## src/rtl/uart_pkg.sv

```systemverilog
// uart_pkg: definitions shared by the UART receiver (and the planned
// transmitter rework).
//   UART_DATA_BITS    - payload bits per frame (8N1)
//   UART_IDLE_LEVEL   - line level when nothing is being sent
//   uart_state_e      - frame FSM states
//   calc_clks_per_bit - clock cycles per bit for a given clock and baud rate
package uart_pkg;

    localparam int   UART_DATA_BITS  = 8;
    localparam logic UART_IDLE_LEVEL = 1'b1;

    typedef enum logic [2:0] {
        IDLE,
        START,
        DATA,
        STOP,
        WAIT_IDLE
    } uart_state_e;

    function automatic int calc_clks_per_bit(input int clock_freq, input int baud_rate);
        return clock_freq / baud_rate;
    endfunction

endpackage

```

## src/rtl/uart_rx_if.sv

```systemverilog
// uart_rx_if: byte stream from the UART receiver to its consumer.
//   rx_data   - received byte
//   rx_valid  - rx_data holds an unconsumed byte
//   rx_ready  - consumer takes rx_data when rx_valid && rx_ready
//   frame_err - one-cycle pulse, stop bit was low
//   overrun   - one-cycle pulse, byte dropped because the buffer was full
// master: the receiver; slave: the consumer.
interface uart_rx_if;
    import uart_pkg::*;

    logic [UART_DATA_BITS-1:0] rx_data;
    logic                      rx_valid;
    logic                      rx_ready;
    logic                      frame_err;
    logic                      overrun;

    modport master (
        output rx_data,
        output rx_valid,
        output frame_err,
        output overrun,
        input  rx_ready
    );

    modport slave (
        input  rx_data,
        input  rx_valid,
        input  frame_err,
        input  overrun,
        output rx_ready
    );

endinterface

```

## src/rtl/uart_rx_sync_2ff.sv

```systemverilog
// sync_2ff: two-flop synchroniser for a single asynchronous input.
//   clk   - destination clock
//   rst_n - asynchronous active-low reset; both flops load RESET_VAL
//   d_i   - asynchronous input
//   q_o   - synchronised output, two to three cycles behind d_i
module sync_2ff #(
    parameter logic RESET_VAL = 1'b1
) (
    input  logic clk,
    input  logic rst_n,
    input  logic d_i,
    output logic q_o
);

    logic meta_q;
    logic sync_q;

    always_ff @(posedge clk or negedge rst_n) begin
        if (!rst_n) begin
            meta_q <= RESET_VAL;
            sync_q <= RESET_VAL;
        end else begin
            meta_q <= d_i;
            sync_q <= meta_q;
        end
    end

    assign q_o = sync_q;

endmodule

```

## src/rtl/uart_rx.sv

```systemverilog
// uart_rx: 8N1 UART receiver with a one-entry output buffer.
//   clk    - system clock
//   ck_rst - asynchronous active-low reset
//   rxd    - serial line, idle high, asynchronous to clk
//   rx_if  - byte stream to the consumer (rx_data/rx_valid/rx_ready,
//            frame_err and overrun pulses)
// Each bit is sampled once at its midpoint, measured from the cycle in
// which the synchronised line was first seen low.
module uart_rx
    import uart_pkg::*;
#(
    parameter int CLOCK_FREQ = 100_000_000,
    parameter int BAUD_RATE  = 115_200
) (
    input  logic      clk,
    input  logic      ck_rst,
    input  logic      rxd,
    uart_rx_if.master rx_if
);

    localparam int CLKS_PER_BIT = calc_clks_per_bit(CLOCK_FREQ, BAUD_RATE);
    localparam int HALF_BIT     = CLKS_PER_BIT / 2;
    localparam int CNT_W        = $clog2(CLKS_PER_BIT);
    localparam int IDX_W        = $clog2(UART_DATA_BITS);

    localparam logic [CNT_W-1:0] HALF_LAST = CNT_W'(HALF_BIT - 1);
    localparam logic [CNT_W-1:0] BIT_LAST  = CNT_W'(CLKS_PER_BIT - 1);
    localparam logic [IDX_W-1:0] IDX_LAST  = IDX_W'(UART_DATA_BITS - 1);

    logic                      rxd_s;
    uart_state_e               state_q, state_d;
    logic [CNT_W-1:0]          baud_q, baud_d;
    logic [IDX_W-1:0]          bit_q, bit_d;
    logic [UART_DATA_BITS-1:0] shift_q, shift_d;
    logic [UART_DATA_BITS-1:0] rx_data_q, rx_data_d;
    logic                      rx_valid_q, rx_valid_d;
    logic                      frame_err_q, frame_err_d;
    logic                      overrun_q, overrun_d;
    logic                      deliver;
    logic                      half_tick;
    logic                      bit_tick;

    // Reset value matches the idle line so no start bit is seen out of reset.
    sync_2ff #(
        .RESET_VAL (UART_IDLE_LEVEL)
    ) u_sync (
        .clk   (clk),
        .rst_n (ck_rst),
        .d_i   (rxd),
        .q_o   (rxd_s)
    );

    // The counter is held at zero in IDLE, so on entering START it counts
    // cycles since T0 minus one; HALF_LAST therefore lands on T0+HALF_BIT.
    assign half_tick = (baud_q == HALF_LAST);
    assign bit_tick  = (baud_q == BIT_LAST);

    always_ff @(posedge clk or negedge ck_rst) begin
        if (!ck_rst) begin
            state_q     <= IDLE;
            baud_q      <= '0;
            bit_q       <= '0;
            shift_q     <= '0;
            rx_data_q   <= '0;
            rx_valid_q  <= 1'b0;
            frame_err_q <= 1'b0;
            overrun_q   <= 1'b0;
        end else begin
            state_q     <= state_d;
            baud_q      <= baud_d;
            bit_q       <= bit_d;
            shift_q     <= shift_d;
            rx_data_q   <= rx_data_d;
            rx_valid_q  <= rx_valid_d;
            frame_err_q <= frame_err_d;
            overrun_q   <= overrun_d;
        end
    end

    always_comb begin
        state_d = state_q;
        unique case (state_q)
            IDLE:      if (rxd_s != UART_IDLE_LEVEL) state_d = START;
            START:     if (half_tick) state_d = rxd_s ? IDLE : DATA;
            DATA:      if (bit_tick && (bit_q == IDX_LAST)) state_d = STOP;
            STOP:      if (bit_tick) state_d = rxd_s ? IDLE : WAIT_IDLE;
            WAIT_IDLE: if (rxd_s == UART_IDLE_LEVEL) state_d = IDLE;
            default:   state_d = IDLE;
        endcase
    end

    always_comb begin
        baud_d      = baud_q + CNT_W'(1);
        bit_d       = bit_q;
        shift_d     = shift_q;
        rx_data_d   = rx_data_q;
        rx_valid_d  = rx_valid_q;
        frame_err_d = 1'b0;
        overrun_d   = 1'b0;
        deliver     = 1'b0;

        unique case (state_q)
            IDLE: baud_d = '0;
            START: begin
                if (half_tick) begin
                    baud_d = '0;
                    bit_d  = '0;
                end
            end
            DATA: begin
                if (bit_tick) begin
                    baud_d  = '0;
                    shift_d = {rxd_s, shift_q[UART_DATA_BITS-1:1]};
                    bit_d   = bit_q + IDX_W'(1);
                end
            end
            STOP: begin
                if (bit_tick) begin
                    baud_d = '0;
                    if (rxd_s) deliver     = 1'b1;
                    else       frame_err_d = 1'b1;
                end
            end
            WAIT_IDLE: baud_d = '0;
            default:   baud_d = '0;
        endcase

        // A consume in the delivery cycle frees the slot for the new byte.
        if (deliver) begin
            if (!rx_valid_q || rx_if.rx_ready) begin
                rx_data_d  = shift_q;
                rx_valid_d = 1'b1;
            end else begin
                overrun_d = 1'b1;
            end
        end else if (rx_valid_q && rx_if.rx_ready) begin
            rx_valid_d = 1'b0;
        end
    end

    assign rx_if.rx_data   = rx_data_q;
    assign rx_if.rx_valid  = rx_valid_q;
    assign rx_if.frame_err = frame_err_q;
    assign rx_if.overrun   = overrun_q;

endmodule

```

## src/flat_wrapper.sv

```systemverilog
// flat-port wrapper written by rule: the top's interface ports become plain ports
module uart_rx_flat import uart_pkg::*;
#(
    parameter int CLOCK_FREQ = 100_000_000,
    parameter int BAUD_RATE  = 115_200
)
  (clk, ck_rst, rxd, rx_if_rx_data, rx_if_rx_valid, rx_if_frame_err, rx_if_overrun, rx_if_rx_ready);
  uart_rx_if rx_if_i ();
  input  logic clk;
  input  logic ck_rst;
  input  logic rxd;
  output wire logic [$bits(rx_if_i.rx_data)-1:0] rx_if_rx_data;
  output wire logic [$bits(rx_if_i.rx_valid)-1:0] rx_if_rx_valid;
  output wire logic [$bits(rx_if_i.frame_err)-1:0] rx_if_frame_err;
  output wire logic [$bits(rx_if_i.overrun)-1:0] rx_if_overrun;
  input wire logic [$bits(rx_if_i.rx_ready)-1:0] rx_if_rx_ready;
  assign rx_if_rx_data = rx_if_i.rx_data;
  assign rx_if_rx_valid = rx_if_i.rx_valid;
  assign rx_if_frame_err = rx_if_i.frame_err;
  assign rx_if_overrun = rx_if_i.overrun;
  assign rx_if_i.rx_ready = rx_if_rx_ready;
  uart_rx #(.CLOCK_FREQ(CLOCK_FREQ), .BAUD_RATE(BAUD_RATE)) u_core (.clk(clk), .ck_rst(ck_rst), .rxd(rxd), .rx_if(rx_if_i));
endmodule
```

## config.mk

```make
export PLATFORM = sky130hd
export DESIGN_NAME = uart_rx_flat
export DESIGN_NICKNAME = d
export VERILOG_FILES = /design/src/rtl/uart_pkg.sv /design/src/rtl/uart_rx_if.sv /design/src/rtl/uart_rx_sync_2ff.sv /design/src/rtl/uart_rx.sv /design/src/flat_wrapper.sv
export SDC_FILE = /design/constraint.sdc
export NUM_CORES = 1
export LEC_CHECK = 0
export CAP_MARGIN = 20
export CORE_ASPECT_RATIO = 1.75
export CORE_MARGIN = 1.5
export CORE_UTILIZATION = 35
export DETAILED_ROUTE_END_ITERATION = 6
export MAX_ROUTING_LAYER = met4
export SKIP_CTS_REPAIR_TIMING = 1
export SLEW_MARGIN = 10
export SYNTH_ARGS = -nofsm -noshare
export SYNTH_HDL_FRONTEND = slang
export SYNTH_SLANG_ARGS = --single-unit
```

## constraint.sdc

```tcl
create_clock -name clk -period 1.85 [get_ports clk]
set_clock_uncertainty 0.05 [all_clocks]
set_input_delay 0.2775 -clock clk [delete_from_list [all_inputs] [get_ports clk]]
set_output_delay 0.2775 -clock clk [all_outputs]
set_load 0.005 [all_outputs]
```

# After elaboration in Yosys (flattened, before gate mapping)
# Index checks and enable logic that the tools add are counted.
dict set report classes {
  n_addsub 2
  eq_ne 14
  n_mux 25
  n_reduce_logical 13
}
# cell n
set op_table {}
lappend op_table {{two-way mux 3 bit} 8}
lappend op_table {{two-way mux 10 bit} 2}
lappend op_table {{one-hot mux 10 bit (2 select lines)} 1}
lappend op_table {{one-hot mux 3 bit (5 select lines)} 1}
lappend op_table {{two-way mux 1 bit} 11}
lappend op_table {{adder 10 x 1 -> 10 bit, second input constant} 1}
lappend op_table {{equality test 10 bit, second input constant} 1}
lappend op_table {{equality test 10 x 9 -> 1 bit, second input constant} 1}
lappend op_table {{!= test 2 x 1 -> 1 bit, second input constant} 4}
lappend op_table {{equality test 3 x 2 -> 1 bit, second input constant} 2}
lappend op_table {{equality test 3 bit, second input constant} 2}
lappend op_table {{!= test 2 bit, second input constant} 3}
lappend op_table {{one-hot mux 3 bit (2 select lines)} 1}
lappend op_table {{AND reduction 2 bit} 3}
lappend op_table {{AND reduction 5 bit} 1}
lappend op_table {{nonzero test 2 bit} 2}
lappend op_table {{adder 3 x 1 -> 3 bit, second input constant} 1}
lappend op_table {{equality test 3 x 1 -> 1 bit, second input constant} 1}
lappend op_table {{logical NOT 3 bit} 1}
lappend op_table {{AND reduction 3 bit} 1}
lappend op_table {{logical AND 1 bit} 2}
lappend op_table {{two-way mux 2 bit} 1}
lappend op_table {{OR reduction 2 bit} 1}
lappend op_table {{logical NOT 1 bit} 1}
lappend op_table {{logical OR 1 bit} 1}
dict set report word_totals {
  regBits 37
  inputBits 4
  output_inout_bits 11
  wordCells 64
}

# Longest topological paths before layout
dict set report logic_depth {
  word_depth 5
  depth_mapped 6
}

# Hierarchy
# A second synthesis with hierarchy kept.
dict set report hier_totals {
  hier_cells 132
  area_unflattened_um2 1640.3
}
# module instances cells_each area_per_inst_um2 seq_area_each_um2
set modules_own_cells {}
lappend modules_own_cells {uart_rx 1 130 1587.8 875.8}
lappend modules_own_cells {sync_2ff 1 2 52.6 52.6}

# Worst setup path after synthesis
# Ideal clock, no wire load.
dict set report synth_timing {
  kind {reg2reg}
  startpoint {register u_core.baud_q[0]}
  endpoint {register u_core.shift_q[0]}
  setup_time_ns 0.125
  arrival_ns 1.722
  setup_slack_ns -0.047
  stages_incl_launch_ff 7
  path_buffers 1
  period_less_slack_ns 1.897
  path_cell_list {dfrtp_1 -> ha_1 -> and4bb_4 -> and4_4 -> and3_4 -> buf_12 -> mux2_4}
}
dict set report synth_between {
  elab_chain_len 2
}
# element line_no
set synth_lines {}
lappend synth_lines {{from (decl)} uart_rx.sv:32} ;# logic [CNT_W-1:0] baud_q, baud_d;
lappend synth_lines {{from (signal assigned)} uart_rx.sv:70} ;# baud_q <= baud_d;
lappend synth_lines {{equality test 10 bit} uart_rx.sv:56} ;# assign bit_tick = (baud_q == BIT_LAST);
lappend synth_lines {{AND reduction 2 bit (no source line)} -}
lappend synth_lines {{to (signal assigned)} uart_rx.sv:72} ;# shift_q <= shift_d;
lappend synth_lines {{to (decl)} uart_rx.sv:34} ;# logic [UART_DATA_BITS-1:0] shift_q, shift_d;
# Every way passes these cells.
# A chain may end at the register's enable or synchronous reset.

# Worst setup path after layout
dict set report layout_timing {
  startpoint {register u_core.baud_q[1]}
  endpoint {register u_core.shift_q[3]}
}
# The elaborated chain is that of the path after synthesis.

==> impl_results.md <==
- Status: complete, no violations
- Num CTS Buffers: 5
- P per Cell Area: 753 nW/um2
- Slew Limit Headroom: 69.6%
- Number of synthesized register bits: 37
- Area leader, netlist: dfrtp_1
- # rows: 33
- Synthesized cell area: around 1700 um2
- Total gr overflow: 0
- EDFF count, synth: 0
- H-tree lvl count: 2
- RSZ-0062 raised after global routing: yes
- Routability cong.: 0.842
- Crit path depth: 5
- First-pass GRT wire length: 5380 um
- TritonCTS Sinks: 37
- Drt drc: 0
- Yosys Warn Count: 0
- Fin nets: 175
- Post-DP Area: between 1500 and 2000 um2
- Synth Flop Type: dfrtp_1
- Gate power share: 1.4%
- Startpoint types: flip-flop
- Hold Crit Start: u_core.u_sync.meta_q
- CP cell instances: ha_2, and4bb_4, and4_4, and3_4, mux2_4
- Sw Pwr: 295 uW
- Clock Tree Buf Depth: 2
- Syn-to-layout area delta: 28.4%
- Vias in the first global route: roughly 1200
- Ant diodes: 0
- WP buf/inv: 0
- Hold Path Class: flip-flop to flip-flop
- DPL Wire Length: between 2000 and 2500 um
- Largest net degree at the start of global routing: 38
- Avg WL per Cell: 15.5 um
- Critical R2R Capture: u_core.shift_q[3]
- Fin Hold WS: 0.300 ns
- WHS Endpoint: u_core.u_sync.q_o
- Latest clock arrival within the worst-skew pair: 0.29 ns
- Post-Synthesis Cells: 134
- Setup violators final: 0
- Req. time, crit path: 1.98 ns
- CP top delay family: simple AND/OR/NAND/NOR gates
- Seq pwr share: about half
- Die Ht: 95.4 um
- Synth top area share: 51.3%
- Setup TNS: 0 ns
- Distinct cells, synth: 35
- Slew Limit Fails: 0
- Clock-pin transition on the worst setup and hold timing paths: 0.07 ns
- Clock root buffer: clkbuf_8
- Slowest cell on the critical path: dfrtp_1
- Worst-Margin Slew: between 0.4 and 0.5 ns
- Antenna violations before repair: 0
- Core area: 4710 um2
- IO Port Bufs: 14
- Pleak: 0.000988 uW
- Via density: 5.28
- Starting Density: 36.3%
- Critical path's largest stage delay: approximately 0.39 ns
- Boundary Pins: 15
- Synth area leaders: dfrtp_1 (51%), mux2_4 (7.0%), mux2_2 (5.9%), nor2_1 (3.5%), dfstp_2 (3.1%)
- Worst Path Max Fanout: 5
- Post-route cell area: 2190 um2
- Syn Area/Cell: 12.7 um2
- Power share of the clock group: 49.2%
- Seq/Total Area, Yosys: 54.4%
- Die area: 5320 um2
- Data arrival, critical path: slightly below 2 ns
- Fillers: between 400 and 500
- GRT Util Overall: a little over an eighth
- Switching share of total power: 17.9%
- CTS tree: built
- Worst ir drop on vdd: 0.742 mV
- Crit end category: flip-flop
- Crit path kind: flip-flop to flip-flop
- Vias: 1161
- Final hold viol count: 0
- Die Width: 55.8 um
- Tcrit/Tclk final: around 98%
- Max-cap violations: 0
- Mapped Nets: ~140
- Tmin final: 1.82 ns
- FF-to-FF path depth: 5
- Antenna-violating nets left: 0
- Share of post-route cells with drive strength above 1: 32.7%
- Internal Pwr Total: 1360 uW
- Hold path depth: 0
- FF-to-FF Start: u_core.baud_q[1]
- Total length of routed wires: between 3000 and 4000 um
- Drt pass-1 iters: 5
- FMAX: roughly 0.55 GHz
- FFs w/ async S/R, synth: 100%
- Reg2reg setup slack: 0.03 ns
- DR iter-0 viols: 23
==> per-stage QoR <==
| step | util (%) | std cells | total power, uW | setup WS [ns] |
|---|---|---|---|---|
| after floorplan | - | 134 | 831 | -0.0322 |
| after global placement | 42.2 | 210 | 855 | 0.0416 |
| after detailed placement | 42.2 | 210 | 856 | -0.0304 |
| after CTS | 45.1 | 218 | 1670 | -0.0369 |
| after global routing | 46.6 | 220 | 1700 | -0.00910 |
| final | 46.6 | 220 | 1650 | 0.0299 |
==> worst max-delay path by stage <==
stage                                         end  slack, ns              from
after floorplan                 u_core.shift_q[0]      -0.03  u_core.baud_q[0]
after global placement    u_core.rx_if.rx_data[5]       0.04    rx_if_rx_ready
after detailed placement  u_core.rx_if.rx_data[5]      -0.03  u_core.baud_q[1]
after CTS                 u_core.rx_if.rx_data[5]      -0.04  u_core.baud_q[1]
after global routing             u_core.baud_q[5]     -0.009  u_core.baud_q[1]
final                           u_core.shift_q[3]       0.03  u_core.baud_q[1]
==> power groups by stage <==
stage / clock network, uW / registers, uW / logic [uW]
global placement: 0 / 831 / 23.8
finish: 812 / 816 / 23.0
detailed placement: 0 / 831 / 24.7
CTS: 833 / 815 / 24.5
global route: 860 / 815 / 27.4
floorplan: 0 / 830 / 0.770
==> sequential cells by signal, summed over array words and instances, names as in the netlist <==
register and cells:
u_core.baud_q 10, u_core.rx_if.rx_data 8, u_core.bit_q 3, u_core.shift_q 8, u_core.u_sync.meta_q 1, u_core.rx_if.rx_valid 1, u_core.state_q 3, u_core.rx_if.frame_err 1
u_core.u_sync.q_o 1, u_core.rx_if.overrun 1
==> cell type report <==
class,instances,area (um2),area share (%)
Clock buffer,5,68.8,3.14
Clock inverter,3,65.1,2.97
Inverter,4,15.0,0.685
Multi-Input combinational cell,90,781,35.6
Sequential cell,37,928,42.4
Tap cell,52,65.1,2.97
Timing Repair Buffer,29,269,12.3
==> cells in the final DEF (no fill, tap or decap), drive strengths merged, types with 2 or more instances in the layout <==
cell type and count:
clkbuf 5, dfstp 2, nor2 17, clkdlybuf4s50 14, mux2 17, xnor2 5, nor2b 2, a22o 2
nand2 5, dfrtp 35, inv 4, nor3 3, a31oi 2, buf 15, and3 3, bufinv 2
nand3 6, xor2 3, and4bb 3, nand4 6, ha 4
==> metal layers <==
layer | part of all wire, % | wire length [um] | GRT usage (%)
met2 | 56 | 1890 | 24.6
met5 | 0 | 0 | -
met4 | 2.6 | 88 | 6.30
met3 | 3.5 | 120 | 3.39
met1 | 38 | 1300 | 13.4
==> worst reg2reg max path, stage by stage (launching register included) <==
cell and delay (ns):
dfrtp_1 0.39, ha_2 0.21, and4bb_4 0.27, and4_4 0.23, and3_4 0.25, mux2_4 0.31
==> cell families (layout without fill, tap and decap cells) <==
logic type	Yosys count	count (layout)	synth area share, %
and+or+nand+nor	50	51	18.0
DFF	37	37	54.4
muxes	17	17	13.0
AOI/OAI and AO/OA	10	10	4.84
xor gates and xnor gates	8	8	4.11
buffers and inverters	8	41	2.71
adders and majority gates	4	4	2.93
==> cells in the mapped netlist (all sizes together) (2+ instances only) <==
master	instances
a31oi	2
ha	4
nor2	17
and4bb	3
xnor2	5
nand4	6
nor2b	2
mux2	17
dfstp	2
inv	4
and3	2
nand3	6
clkbuf	3
a22o	2
nor3	3
nand2	5
xor2	3
dfrtp	35
(Power assumes the default switching activity.)
